### config.mk
export PLATFORM = sky130hd
export DESIGN_NAME = datapath_sequencer
export DESIGN_NICKNAME = d
export VERILOG_FILES = /design/src/rtl/datapath_sequencer.sv
export SDC_FILE = /design/constraint.sdc
export NUM_CORES = 1
export LEC_CHECK = 0
export CAP_MARGIN = 20
export CORE_ASPECT_RATIO = 1.2
export CORE_UTILIZATION = 50
export CTS_CLUSTER_SIZE = 8
export DETAILED_ROUTE_END_ITERATION = 10
export GPL_TIMING_DRIVEN = 1
export PLACE_DENSITY = 0.69
export SETUP_SLACK_MARGIN = 0.5
export SKIP_LAST_GASP = 1
export SLEW_MARGIN = 10
export SYNTH_ARGS = -nofsm -noshare
export SYNTH_HDL_FRONTEND = slang
export SYNTH_SLANG_ARGS = --single-unit
### constraint.sdc
create_clock -name clk -period 2.5 [get_ports clk]
set_input_delay 0.375 -clock clk [delete_from_list [all_inputs] [get_ports clk]]
set_output_delay 0.375 -clock clk [all_outputs]
set_load 0.05 [all_outputs]
### src/rtl/datapath_sequencer.sv
// Micro-sequencer that drives a Datapath register file/ALU from a small writable
// program memory: ALU write-back micro-ops plus HALT / BZ / BNZ / JMP control ops.

module datapath_sequencer_checker (
   input logic clk,
   input logic rst,
   input logic wr,
   input logic busy,
   input logic done,
   input logic err
);

   a_wr_single : assert property (@(posedge clk) disable iff (!rst) wr |=> !wr);
   a_wr_busy   : assert property (@(posedge clk) disable iff (!rst) wr |-> busy);
   a_status    : assert property (@(posedge clk) disable iff (!rst)
                                  !(busy && (done || err)) && !(done && err));
   a_done_once : assert property (@(posedge clk) disable iff (!rst) done |=> !done);
   a_err_once  : assert property (@(posedge clk) disable iff (!rst) err |=> !err);

endmodule

module datapath_sequencer #(
   parameter int  PROG_DEPTH = 16,
   parameter int  MAX_STEPS  = 255,
   localparam int PC_W       = $clog2(PROG_DEPTH),
   localparam int STEP_W     = $clog2(MAX_STEPS + 1)
) (
   input  logic            clk,
   input  logic            rst,
   input  logic            prog_we,
   input  logic [PC_W-1:0] prog_addr,
   input  logic [11:0]     prog_data,
   input  logic            start,
   input  logic            Zero,
   output logic [1:0]      addr1,
   output logic [1:0]      addr2,
   output logic [1:0]      addr3,
   output logic [2:0]      ALUControl,
   output logic            wr,
   output logic            busy,
   output logic            done,
   output logic            err,
   output logic [PC_W-1:0] pc
);

   typedef enum logic [2:0] {
      ST_IDLE  = 3'd0,
      ST_FETCH = 3'd1,
      ST_EXEC  = 3'd2,
      ST_DONE  = 3'd3,
      ST_ABORT = 3'd4
   } state_t;

   localparam logic [1:0]        OP_HALT    = 2'b00;
   localparam logic [1:0]        OP_BZ      = 2'b01;
   localparam logic [1:0]        OP_BNZ     = 2'b10;
   localparam logic [1:0]        OP_JMP     = 2'b11;
   localparam logic [STEP_W-1:0] STEP_LIMIT = STEP_W'(MAX_STEPS);

   logic [11:0]       mem_r [PROG_DEPTH];
   state_t            state_r;
   state_t            state_nxt_s;
   logic [PC_W-1:0]   pc_r;
   logic [PC_W-1:0]   pc_nxt_s;
   logic [PC_W-1:0]   pc_inc_s;
   logic [STEP_W-1:0] steps_r;
   logic [11:0]       fetch_word_s;
   logic              ctl_r;
   logic [1:0]        op_r;
   logic [PC_W-1:0]   tgt_r;
   logic              zflag_r;
   logic [1:0]        addr1_r;
   logic [1:0]        addr2_r;
   logic [1:0]        addr3_r;
   logic [2:0]        alu_ctl_r;
   logic              wr_r;
   logic              busy_r;
   logic              done_r;
   logic              err_r;
   logic              start_ok_s;
   logic              fetch_ok_s;
   logic              abort_s;
   logic              halt_s;
   logic              load_alu_s;

   // Next state, next pc and the one-cycle transition strobes.
   always_comb begin
      state_nxt_s  = state_r;
      pc_nxt_s     = pc_r;
      fetch_word_s = mem_r[pc_r];
      pc_inc_s     = pc_r + PC_W'(1);
      start_ok_s   = 1'b0;
      fetch_ok_s   = 1'b0;
      abort_s      = 1'b0;
      halt_s       = 1'b0;
      case (state_r)
         ST_IDLE: begin
            if (start) begin
               start_ok_s  = 1'b1;
               pc_nxt_s    = {PC_W{1'b0}};
               state_nxt_s = ST_FETCH;
            end else begin
               state_nxt_s = ST_IDLE;
            end
         end
         ST_FETCH: begin
            // The budget is checked before counting, so MAX_STEPS instructions do run.
            if (steps_r == STEP_LIMIT) begin
               abort_s     = 1'b1;
               state_nxt_s = ST_ABORT;
            end else begin
               fetch_ok_s  = 1'b1;
               state_nxt_s = ST_EXEC;
            end
         end
         ST_EXEC: begin
            state_nxt_s = ST_FETCH;
            if (!ctl_r) begin
               pc_nxt_s = pc_inc_s;
            end else begin
               case (op_r)
                  OP_HALT: begin
                     halt_s      = 1'b1;
                     state_nxt_s = ST_DONE;
                  end
                  OP_BZ:   pc_nxt_s = zflag_r ? tgt_r : pc_inc_s;
                  OP_BNZ:  pc_nxt_s = zflag_r ? pc_inc_s : tgt_r;
                  OP_JMP:  pc_nxt_s = tgt_r;
                  default: pc_nxt_s = pc_inc_s;
               endcase
            end
         end
         ST_DONE:  state_nxt_s = ST_IDLE;
         ST_ABORT: state_nxt_s = ST_IDLE;
         default:  state_nxt_s = ST_IDLE;
      endcase
   end

   assign load_alu_s = fetch_ok_s & ~fetch_word_s[11];

   // Sequencer state plus the registered Datapath-facing controls.
   always_ff @(posedge clk or negedge rst) begin
      if (!rst) begin
         state_r   <= ST_IDLE;
         pc_r      <= {PC_W{1'b0}};
         steps_r   <= {STEP_W{1'b0}};
         ctl_r     <= 1'b0;
         op_r      <= 2'b00;
         tgt_r     <= {PC_W{1'b0}};
         zflag_r   <= 1'b0;
         addr1_r   <= 2'b00;
         addr2_r   <= 2'b00;
         addr3_r   <= 2'b00;
         alu_ctl_r <= 3'b000;
         wr_r      <= 1'b0;
         busy_r    <= 1'b0;
         done_r    <= 1'b0;
         err_r     <= 1'b0;
      end else begin
         state_r <= state_nxt_s;
         pc_r    <= pc_nxt_s;
         wr_r    <= load_alu_s;
         busy_r  <= (state_nxt_s == ST_FETCH) || (state_nxt_s == ST_EXEC);
         done_r  <= halt_s;
         err_r   <= abort_s;
         if (start_ok_s) begin
            steps_r <= {STEP_W{1'b0}};
            zflag_r <= 1'b0;
         end else if (fetch_ok_s) begin
            steps_r <= steps_r + STEP_W'(1);
         end else if ((state_r == ST_EXEC) && !ctl_r) begin
            zflag_r <= Zero;
         end
         if (fetch_ok_s) begin
            ctl_r <= fetch_word_s[11];
            op_r  <= fetch_word_s[10:9];
            tgt_r <= fetch_word_s[PC_W-1:0];
         end
         // Control ops leave the Datapath operand lines where the last ALU op put them.
         if (load_alu_s) begin
            alu_ctl_r <= fetch_word_s[10:8];
            addr1_r   <= fetch_word_s[7:6];
            addr2_r   <= fetch_word_s[5:4];
            addr3_r   <= fetch_word_s[3:2];
         end
      end
   end

   // Program store: loadable only while idle and intentionally kept across resets.
   always_ff @(posedge clk) begin
      if (prog_we && (state_r == ST_IDLE)) begin
         mem_r[prog_addr] <= prog_data;
      end
   end

   assign addr1      = addr1_r;
   assign addr2      = addr2_r;
   assign addr3      = addr3_r;
   assign ALUControl = alu_ctl_r;
   assign wr         = wr_r;
   assign busy       = busy_r;
   assign done       = done_r;
   assign err        = err_r;
   assign pc         = pc_r;

   datapath_sequencer_checker u_checker (
      .clk  (clk),
      .rst  (rst),
      .wr   (wr_r),
      .busy (busy_r),
      .done (done_r),
      .err  (err_r)
   );

endmodule

* Yosys cells after proc, flatten, opt, wreduce, memory -nomap -nowiden
Memories as Yosys holds them, arrays and structs flattened.
Index checks and enable logic that the tools add are counted.
** Word-level totals
- Flip-flop bits (word level) :: 36
- Memory bits (writable) :: 192
- Input port bits :: 21
- Logic and storage cells :: 69
- Memories :: 1
** Operators by class
- Add/subtract/negate cells :: 2
- Eq/ne operators :: 11
- Multiplexer cells :: 27
- Bitwise logic cells :: 2
- Reductions and logical operators :: 11
** Memory list
- mem_r :: words 16, bits a word 12, rd ports 1, clocked after memory_dff 0, wr ports 1, line 60 : logic [11:0] mem_r [PROG_DEPTH];
** Operator list (count)
- $mux 4 :: 4
- $mux 8 :: 2
- $mux 1 :: 15
- $pmux 4 s3 :: 1
- $pmux 3 s3 :: 1
- $add 8x1->8 const B :: 1
- $eq 8x8->1 const B :: 1
- $pmux 4 s2 :: 1
- $eq 3x1->1 const B :: 2
- $eq 3x2->1 const B :: 2
- $reduce_bool 2->1 :: 3
- $ne 5x2->1 const B :: 1
- $add 4x1->4 const B :: 1
- $eq 2x2->1 const B :: 2
- $mux 2 :: 2
- $ne 2x2->1 const B :: 2
- $logic_not 3->1 :: 1
- $mux 3 :: 1
- $reduce_and 3->1 :: 1
- $eq 2x1->1 const B :: 1
- $logic_and 1x1->1 :: 2
- $logic_not 2->1 :: 1
- $reduce_and 2->1 :: 1
- $and 1x1->1 :: 1
- other kinds (3) :: 3

* Depth between registers and ports, before layout
Gate-level depths: netlist of the first run.
- Depth in word-level cells :: 6
- Depth in mapped cells :: 9
- Mapped depth without buffers :: 6

* Worst setup path before layout of the first run
No wires, ideal clock.
- Path kind :: register -> register
- Start point :: register state_r[1]
- End point :: memory mem_r[0][0] (enable)
- Arrival :: 2081 ps
- Required time :: 2104 ps
- Path slack :: 23 ps
- Stages on the path, launching flop included :: 5
- Clock period less this slack :: 2477 ps
- Path through :: dfrtp_1 > nor3_1 > nand2_1 > or3_1 > nor3_1
** Between the ends
- Cells in the longest elaborated chain, start to end :: 4
** Ends and longest elaborated chain
- start, declared :: line 61 : state_t state_r;
- start signal, assigned :: line 160 : state_r <= state_nxt_s;
- $logic_not 3->1 :: line 191 : if (prog_we && (state_r == ST_IDLE)) begin
- $logic_and 1x1->1 :: line 191
- $mux 1 :: line 191
- $mux 1 (not written as such) :: line 192 : mem_r[prog_addr] <= prog_data;
- end, declared :: line 60
No other way between the ends.

* Worst setup path in the final report of the first run
- Start point :: register pc_r[0], in the netlist pc[0]
- End point :: register tgt_r[1]
** Between the ends
- Cells in the longest elaborated chain, start to end :: 1
** Ends and longest elaborated chain
- start, declared :: line 63 : logic [PC_W-1:0] pc_r;
- start signal, assigned :: line 145 : pc_r <= {PC_W{1'b0}};
- start signal, assigned :: line 161 : pc_r <= pc_nxt_s;
- $mem_v2 16x12
- end signal, assigned :: line 149 : tgt_r <= {PC_W{1'b0}};
- end signal, assigned :: line 177 : tgt_r <= fetch_word_s[PC_W-1:0];
- end, declared :: line 70 : logic [PC_W-1:0] tgt_r;
No other way between the ends.
A chain may end at the register's enable or synchronous reset.

==> flow_summary_export.csv, run 1 <==
group,metric,value,unit
pwr,ir_drop,410,µV
timing,drv_slew,0,
synthesis,syn_inst,460,
synthesis,synth_commonest_cells,"edfxtp_1, mux4_2, dfrtp_1, nand2_1, nor2_1",
routing,dr.pass1.iters,4,
synthesis,synth_edf_count,192,
worst_setup_path,crit_arrival,2.47,ns
grt,grt_pass1_vias,4789,
timing,min_period,2.10,ns
hold_path,hp-class,"in -> reg",
worst_setup_path,cp_max_fo,6,
cells_and_area,drive_gt1_share,30.9,%
worst_setup_path,cp_slowest_cell,"mux4_2",
clock_network,clock_latency,0.49,ns
clock_network,htree_levels,2,
placed_design,pre_cts_ws,0.213,ns
run_status,status,"finished clean",
placed_design,dp_cells,731,
grt,antenna_found_initial,0,
worst_setup_path,cp.required,2.87,ns
clock_network,cts_root_buffer,"clkbuf_16",
cells_and_area,antenna_cells,0,
floorplan,pin_count,38,
timing,finalCritPeriodShare,84.0,%
grt,grt_overflow,0,
synthesis,synth-main-ff-cell,"edfxtp_1",
routing,drtAntennaViolNets,0,
cells_and_area,nNetsFinal,589,
synthesis,synth_top_area_share,64.6,%
worst_setup_path,critPathCaptureType,"flip-flop",
timing,postLayoutSetupSlackWorst,0.399,ns
worst_setup_path,critPathKind,"reg -> reg",
timing,tightest_slew,0.874,ns
synthesis,synth.distinct_cells,46,
clock_network,clockBufferDepth,3,
floorplan,dieHeight,148,µm
placed_design,place_hpwl,11.5,mm
cells_and_area,syn_to_final_growth,23.3,%
timing,finalHoldViolCount,0,
routing,drc,0,
synthesis,yosys.area.top_type,"edfxtp_1",
routing,vias,4709,
floorplan,fp.coreArea,17500,µm²
pwr,power_density,1100,nW/µm²
grt,grt_usage,21.7,%
routing,drt_wl_total,19.3,mm
synthesis,synth_fp_nets,483,
worst_setup_path,reg2regPathDepth,5,
clock_network,tritoncts,"done",
grt,grt_max_degree,37,
worst_setup_path,slowest_delay,0.50,ns
floorplan,fp.dieW,124,µm
timing,clock_skew,0.0182,ns
cells_and_area,regArea,6670,µm²
placed_design,port_buffers,37,
timing,final.setup.tns,0,ns
worst_setup_path,path_cells,"buf_6 -> buf_6 -> mux4_2 -> mux4_2 -> mux2_2",
synthesis,synth-async-reset-ratio,15.8,%
clock_network,numCtsBuffers,34,
placed_design,place.gp.congestion,0.760,
cells_and_area,n_fill_cell,1230,
synthesis,seq_area_frac_synth,74.7,%
hold_path,worstHoldPathCells,3,
cells_and_area,fin_util,62.9,%
synthesis,synth_seq_cells,228,
routing,drt_iter0_drc,302,
routing,viasPerCell,5.89,
synthesis,syn_area,8930,µm²
synthesis,yosys-top-cells-area,"edfxtp_1, mux4_2, dfrtp_1, a22oi_1, nand2_1",
floorplan,rows,53,
cells_and_area,instances_no_fill,799,
cells_and_area,multi_input_area,2200,µm²
synthesis,yosys.cell_count.top_type,"edfxtp_1",
pwr,leakage,3.86,nW
timing,grt_setup_unrepaired,"true",
timing,slew_headroom,41.5,%
synthesis,yosysWarnings,0,
floorplan,dieArea,18400,µm²
timing,setup_viol,0,
grt,grt_pass1_wl,28.4,mm
synthesis,synth.avg_cell_area,19.4,µm²
timing,fmax,0.476,GHz
floorplan,initial_core_util,51.0,%
clock_network,cts.reportedPaths.clkPinSlew,0.05,ns
clock_network,clock_sinks,228,
flow_run,cap_violations,0,
worst_setup_path,critPathLaunchType,"flip-flop",
routing,wl_per_cell,24.2,µm
## logic make-up after synthesis
logic type	after synthesis	synth area share [%]
DFF	228	74.7
and+or+nand+nor	86	4.63
adders and majority gates	2	0.280
buffers and inverters	30	1.88
muxes	67	14.7
xor gates and xnor gates	5	0.491
AOI/OAI and AO/OA	42	3.38
## cells in the final DEF, fill, tap and decap left out, types with 5 or more instances in the layout
| cell | netlist | routed |
|---|---|---|
| dlygate4sd2_1 | 0 | 10 |
| mux2_4 | 3 | 7 |
| mux2i_1 | 7 | 7 |
| clkbuf_16 | 0 | 35 |
| clkbuf_1 | 4 | 11 |
| nand3_1 | 8 | 8 |
| buf_6 | 4 | 9 |
| nand2_1 | 25 | 24 |
| nor2_1 | 22 | 18 |
| a22oi_1 | 14 | 13 |
| mux4_2 | 49 | 49 |
| xnor2_1 | 5 | 5 |
| buf_4 | 4 | 42 |
| nand2b_1 | 5 | 5 |
| inv_1 | 9 | 9 |
| dfrtp_1 | 36 | 33 |
| edfxtp_1 | 192 | 192 |
| clkdlybuf4s50_1 | 0 | 19 |
## layout make-up
| type | count | area share (%) |
|---|---|---|
| clock inverters | 4 | 0.580 |
| well taps | 220 | 2.50 |
| inverters | 9 | 0.307 |
| flip-flops and latches | 228 | 60.6 |
| repair buffers | 91 | 7.83 |
| clock buffers | 45 | 8.11 |
| multi-input cells | 202 | 20.0 |
## state kept, by name (all words and copies together) (netlist names), 2 cells and up
name        flops
op_r            2
addr3           2
tgt_r           4
state_r         3
addr2           2
addr1           2
mem_r         192
pc              4
ALUControl      3
steps_r         8
## path summary, 6_finish.rpt
path	endpoint	startpoint	slack [ns]
max	tgt_r[1]	pc[0]	0.40
min	zflag_r	Zero	0.43
max reg2reg	tgt_r[1]	pc[0]	0.40
min reg2reg	addr2[0]	addr2[0]	0.51
max in group asynchronous	pc[0]	rst	1.41
min in group asynchronous	steps_r[4]	rst	0.51
## layer usage
metal	global-route usage (%)	vias up	share of wire, %
met4	7.92	0	2.5
met2	35.8	177	52
met1	29.0	2429	40
li1	-	2068	-
met3	3.72	35	6.1
met5	0	-	0
## what timing repair did
action | 4_1_cts | 5_1_grt
hold buffers | 1 | 0
endpoints found under the setup margin | 82 | 140
pin swaps | 3 | 3
setup buffers | 10 | 5
endpoints found under the hold margin | 25 | 0
gates resized for setup | 29 | 13
gates cloned | 1 | 2
## power by group
group | leakage, nW | switching (mW) | internal [mW]
logic | 1.22 | 1.76 | 1.60
clock network | 0.462 | 1.48 | 2.57
registers | 2.18 | 0.243 | 4.43
total | 3.86 | 3.48 | 8.60
## per-stage QoR
step,hold slack [ns],power (mW),instance area (µm²)
2_1_floorplan,0.0794,7.05,9050
3_3_place_gp,0.483,7.72,9780
3_5_place_dp,0.499,7.81,9780
4_1_cts,0.424,12.0,10900
5_1_grt,0.451,12.6,11000
6_report,0.431,12.1,11000
## worst max-delay path: cells and delay by family (launching register included)
family,cells,cell delay (ns)
flip-flops,1,0.47
multiplexers,3,1.25
buffers and inverters,2,0.26
(Power assumes the default switching activity.)
==> run 2, diff against run 1 <==
==> constraint.sdc (replaced) <==
create_clock -name clk -period 1.8 [get_ports clk]
set_input_delay 0.27 -clock clk [delete_from_list [all_inputs] [get_ports clk]]
set_output_delay 0.27 -clock clk [all_outputs]
set_load 0.05 [all_outputs]
==> flow_summary_export.csv, run 2 (same netlist as run 1, synthesis figures left out) <==
group,metric,value,unit
routing,drtAntennaViolNets,0,
floorplan,pin_count,38,
routing,wl_per_cell,24.4,µm
pwr,ir_drop,629,µV
clock_network,tritoncts,"done",
cells_and_area,n_fill_cell,1023,
clock_network,clock_latency,0.50,ns
clock_network,clock_sinks,228,
clock_network,clockBufferDepth,3,
pwr,switching_share,29.3,%
grt,grt_pass1_wl,31.3,mm
grt,grt_overflow,0,
pwr,combinationalPowerShare,33.5,%
pwr,leakage,4.38,nW
cells_and_area,regMostFlops,"mem_r",
cells_and_area,antenna_cells,0,
run_status,violations,"negative setup slack",
clock_network,numCtsBuffers,34,
run_status,status,"finished with violations",
floorplan,dieHeight,148,µm
pwr,power_density,1490,nW/µm²
clock_network,htree_levels,2,
placed_design,pre_cts_ws,-0.339,ns
floorplan,rows,53,
cells_and_area,reg_top3,"mem_r: 192 flops, steps_r: 8 flops",
worst_setup_path,critPathCaptureType,"flip-flop",
worst_setup_path,cp_max_fo,8,
grt,grt_usage,23.9,%
timing,drv_slew,0,
timing,slew_headroom,55.7,%
placed_design,place_hpwl,11.8,mm
clock_network,cts_root_buffer,"clkbuf_16",
grt,grt_max_degree,37,
floorplan,dieArea,18400,µm²
cells_and_area,largest_register_ffs,192,
timing,finalHoldViolCount,0,
grt,grt_pass1_vias,5366,
pwr,p_total,18.5,mW
timing,final.setup.tns,-37.57,ns
pwr,internal-power,13.0,mW
worst_setup_path,cp.required,2.17,ns
pwr,p_clk_share,31.6,%
routing,dr.pass1.iters,5,
timing,tightest_slew,0.661,ns
timing,postLayoutSetupSlackWorst,-0.314,ns
timing,min_period,2.11,ns
timing,clock_skew,0.0182,ns
worst_setup_path,crit_arrival,2.49,ns
placed_design,port_buffers,37,
worst_setup_path,critPathKind,"reg -> reg",
cells_and_area,final_cell_mix,"edfxtp_1, buf_4, mux4_2, buf_6, clkbuf_16",
pwr,net-switching-power,5.41,mW
placed_design,place.gp.congestion,0.745,
routing,vias,5069,
hold_path,hp-class,"in -> reg",
clock_network,cts.reportedPaths.clkPinSlew,0.05,ns
cells_and_area,drive_gt1_share,45.6,%
timing,grt_setup_unrepaired,"true",
pwr,seqPwrFrac,34.9,%
cells_and_area,nNetsFinal,657,
timing,finalCritPeriodShare,117,%
floorplan,initial_core_util,51.0,%
cells_and_area,syn_to_final_growth,38.5,%
routing,viasPerCell,5.85,
routing,drt_iter0_drc,419,
routing,drc,0,
grt,antenna_found_initial,0,
routing,drt_wl_total,21.2,mm
cells_and_area,final_common_cell,"edfxtp_1",
floorplan,fp.coreArea,17500,µm²
worst_setup_path,critPathLaunchType,"flip-flop",
flow_run,cap_violations,0,
timing,fmax,0.473,GHz
floorplan,fp.dieW,124,µm
timing,setup_viol,213,
-- run 2: changes by cell type in the layout (fill, tap and decap cells not counted), moves of 4 or more --
cell,delta
nor2_1,-10
buf_16,+4
nand2_1,-6
dlygate4sd2_1,-10
buf_4,+9
nand2_4,+4
a22oi_1,-6
a22oi_2,+6
nor2_4,+13
buf_6,+40
buf_12,+27
-- run 2: per-layer routing --
metal / vias up / track usage [%] / wire length, µm / share of wire, %
li1: 2202 / - / - / -
met1: 2616 / 30.2 / 7930 / 37
met2: 200 / 40.8 / 11200 / 53
met3: 51 / 4.33 / 1420 / 6.7
met4: 0 / 9.29 / 589 / 2.8
met5: - / 0 / 0 / 0
-- run 2: critical path, cell delays in order (launching register included) --
cell and delay, ns:
dfrtp_2 0.42, buf_4 0.14, buf_12 0.13, mux4_2 0.50
mux4_2 0.52, mux2_2 0.28
-- run 2: area by class of cell --
cell class | count | area [µm²] | share of cell area (%)
flip-flops and latches | 228 | 6670 | 54.0
clock inverters | 3 | 58.8 | 0.476
well taps | 220 | 275 | 2.23
inverters | 9 | 33.8 | 0.273
multi-input cells | 202 | 2460 | 19.9
clock buffers | 46 | 917 | 7.42
repair buffers | 159 | 1950 | 15.8
-- run 2: stage by stage --
| step | instances | hold WS [ns] | cell area (µm²) | util, % |
|---|---|---|---|---|
| 2_1_floorplan | 460 | -0.0256 | 9210 | - |
| 3_3_place_gp | 760 | 0.329 | 10400 | 59.5 |
| 3_5_place_dp | 760 | 0.341 | 10400 | 59.5 |
| 4_1_cts | 844 | 0.325 | 12000 | 68.5 |
| 5_1_grt | 867 | 0.343 | 12400 | 70.6 |
| 6_report | 867 | 0.333 | 12400 | 70.6 |
-- run 2: what timing repair did --
action                     CTS  global route
pin swaps                   15             9
gates resized for setup     92            34
hold buffers                 1             0
setup buffers               29            20
gates cloned                 5             3
setup endpoints to repair  242           242
hold endpoints to repair    36             0
-- run 2: path summary, 6_finish.rpt --
| kind | startpoint | endpoint | slack (ns) | cells past startpoint |
|---|---|---|---|---|
| worst min-delay path | Zero | zflag_r | 0.33 | 3 |
| worst max-delay path | pc[0] | tgt_r[0] | -0.31 | 5 |
| min in group asynchronous | rst | err | 0.37 | 3 |
| worst min register to register | tgt_r[1] | tgt_r[1] | 0.52 | 1 |
| worst max register to register | pc[0] | tgt_r[0] | -0.31 | 5 |
| max in group asynchronous | rst | pc[3] | 1.08 | 3 |
-- run 2: power by group through the flow --
stage          clock, mW  combinational, mW  sequential [mW]
3_5_place_dp           0               4.96             6.52
2_1_floorplan          0               2.87             7.00
4_1_cts             5.87               5.60             6.44
6_report            5.83               6.19             6.45
5_1_grt             6.12               6.56             6.49
3_3_place_gp           0               4.89             6.49
==> run 3, diff against run 2 <==
--- a/config.mk
+++ b/config.mk
@@ -11,7 +11,7 @@
 export CTS_CLUSTER_SIZE = 8
 export DETAILED_ROUTE_END_ITERATION = 10
 export GPL_TIMING_DRIVEN = 1
-export PLACE_DENSITY = 0.69
+export PLACE_DENSITY = 0.7
 export SETUP_SLACK_MARGIN = 0.5
 export SKIP_LAST_GASP = 1
 export SLEW_MARGIN = 10
==> flow_summary_export.csv, run 3 (same netlist as run 1, synthesis figures left out) <==
group,metric,value,unit
run_status,status,"finished with violations",
run_status,violations,"negative setup slack",
floorplan,dieArea,18400,µm²
grt,grt_overflow,0,
cells_and_area,final_design_area_no_fill,12400,µm²
floorplan,rows,53,
worst_setup_path,cp.required,2.18,ns
timing,postLayoutSetupSlackWorst,-0.268,ns
routing,drt_iter0_drc,429,
clock_network,clock_latency,0.50,ns
placed_design,place_area,10400,µm²
timing,setup_viol,219,
routing,drt_wl_total,21.5,mm
grt,grt_pass1_vias,5458,
timing,clock_skew,0.0125,ns
clock_network,numCtsBuffers,34,
clock_network,cts.reportedPaths.clkPinSlew,0.05,ns
cells_and_area,nNetsFinal,657,
routing,vias,5121,
cells_and_area,antenna_cells,0,
floorplan,dieHeight,148,µm
floorplan,fp.coreArea,17500,µm²
floorplan,fp.dieW,124,µm
cells_and_area,final_common_cell,"edfxtp_1",
clock_network,clockBufferDepth,3,
cells_and_area,largest_register_ffs,192,
timing,drv_slew,0,
pwr,ir_drop,724,µV
timing,fmax,0.484,GHz
placed_design,pre_cts_ws,-0.377,ns
routing,viasPerCell,5.87,
timing,tightest_slew,0.744,ns
grt,grt_max_degree,31,
clock_network,cts_root_buffer,"clkbuf_16",
cells_and_area,regMostFlops,"mem_r",
worst_setup_path,cp_max_fo,9,
pwr,internal-power,13.2,mW
timing,slew_headroom,50.2,%
pwr,power_density,1510,nW/µm²
cells_and_area,reg_top3,"mem_r: 192 flops, steps_r: 8 flops",
clock_network,clock_sinks,228,
routing,wl_per_cell,24.7,µm
grt,grt_pass1_wl,31.9,mm
timing,finalHoldViolCount,0,
hold_path,hp-class,"in -> reg",
routing,drtAntennaViolNets,0,
placed_design,port_buffers,37,
pwr,seqPwrFrac,35.1,%
cells_and_area,syn_to_final_growth,38.7,%
clock_network,tritoncts,"done",
floorplan,initial_core_util,51.0,%
routing,drc,0,
timing,min_period,2.07,ns
grt,grt_usage,24.5,%
flow_run,cap_violations,0,
timing,finalCritPeriodShare,115,%
routing,dr.pass1.iters,4,
worst_setup_path,critPathLaunchType,"flip-flop",
pwr,p_clk_share,31.1,%
floorplan,pin_count,38,
timing,timing.hold.ws,0.350,ns
timing,grt_setup_unrepaired,"true",
placed_design,place_hpwl,11.8,mm
pwr,leakage,4.40,nW
worst_setup_path,crit_arrival,2.44,ns
grt,antenna_found_initial,1,
clock_network,htree_levels,2,
pwr,net-switching-power,5.51,mW
pwr,switching_share,29.5,%
placed_design,place.gp.congestion,0.753,
cells_and_area,final_cell_mix,"edfxtp_1, buf_4, mux4_2",
cells_and_area,drive_gt1_share,46.6,%
pwr,combinationalPowerShare,33.9,%
worst_setup_path,critPathCaptureType,"flip-flop",
worst_setup_path,critPathKind,"reg -> reg",
==> run 3: cell types whose count changed in the layout (fill, tap and decap cells not counted), sizes merged <==
cell    previous run  this run
clkinv             0         1
clkbuf            49        51
buf              136       139
==> run 3: worst max-delay path, stage by stage (launching register included) <==
cell and delay (ns):
dfrtp_4 0.46, mux4_2 0.50, a211o_1 0.28, a21oi_2 0.18
buf_12 0.17, mux2_2 0.35
==> run 3: worst paths after layout <==
kind | slack [ns] | from | end | cells after the start
worst max-delay path | -0.27 | pc[0] | addr2[1] | 5
worst min-delay path | 0.35 | Zero | zflag_r | 3
worst max register to register | -0.27 | pc[0] | addr2[1] | 5
worst min register to register | 0.51 | tgt_r[1] | tgt_r[1] | 1
max in group asynchronous | 0.82 | rst | addr3[0] | 3
min in group asynchronous | 0.37 | rst | steps_r[5] | 2
==> run 3: power groups by stage <==
stage / sequential, mW / combinational [mW] / clock (mW)
finish: 6.54 / 6.33 / 5.80
global route: 6.58 / 6.69 / 6.09
CTS: 6.52 / 5.96 / 5.85
detailed placement: 6.58 / 4.92 / 0
global placement: 6.56 / 4.83 / 0
floorplan: 7.00 / 2.87 / 0
==> run 3: layout make-up <==
class | instances | area, µm²
Clock buffer | 51 | 915
Fill cell | 999 | 5130
Tap cell | 220 | 275
Multi-Input combinational cell | 202 | 2480
Inverter | 9 | 33.8
Timing Repair Buffer | 159 | 1930
Clock inverter | 4 | 63.8
Sequential cell | 228 | 6670
==> run 3: repair_timing <==
item	in CTS	in global routing
resized for setup	114	26
buffers inserted	43	12
hold endpoints to repair	29	0
hold buffers	1	0
setup endpoints to repair	242	243
cloned	5	0
pin swaps	16	11
==> run 3: metrics by stage <==
stage                     total power, mW  setup TNS, ns  std cells  utilization (%)
after floorplan                      9.87         -10.28        460                -
after global placement               11.4          -8.14        757             59.4
after detailed placement             11.5         -10.51        757             59.4
after CTS                            18.3         -29.35        861             69.5
after global routing                 19.4         -46.50        873             70.7
final                                18.7         -28.13        873             70.7
==> run 3: routing by layer <==
metal	vias up	wire [µm]	track usage (%)
li1	2207	-	-
met1	2666	8250	30.1
met2	196	11400	42.9
met3	52	1250	4.68
met4	0	656	8.75
met5	-	0	0
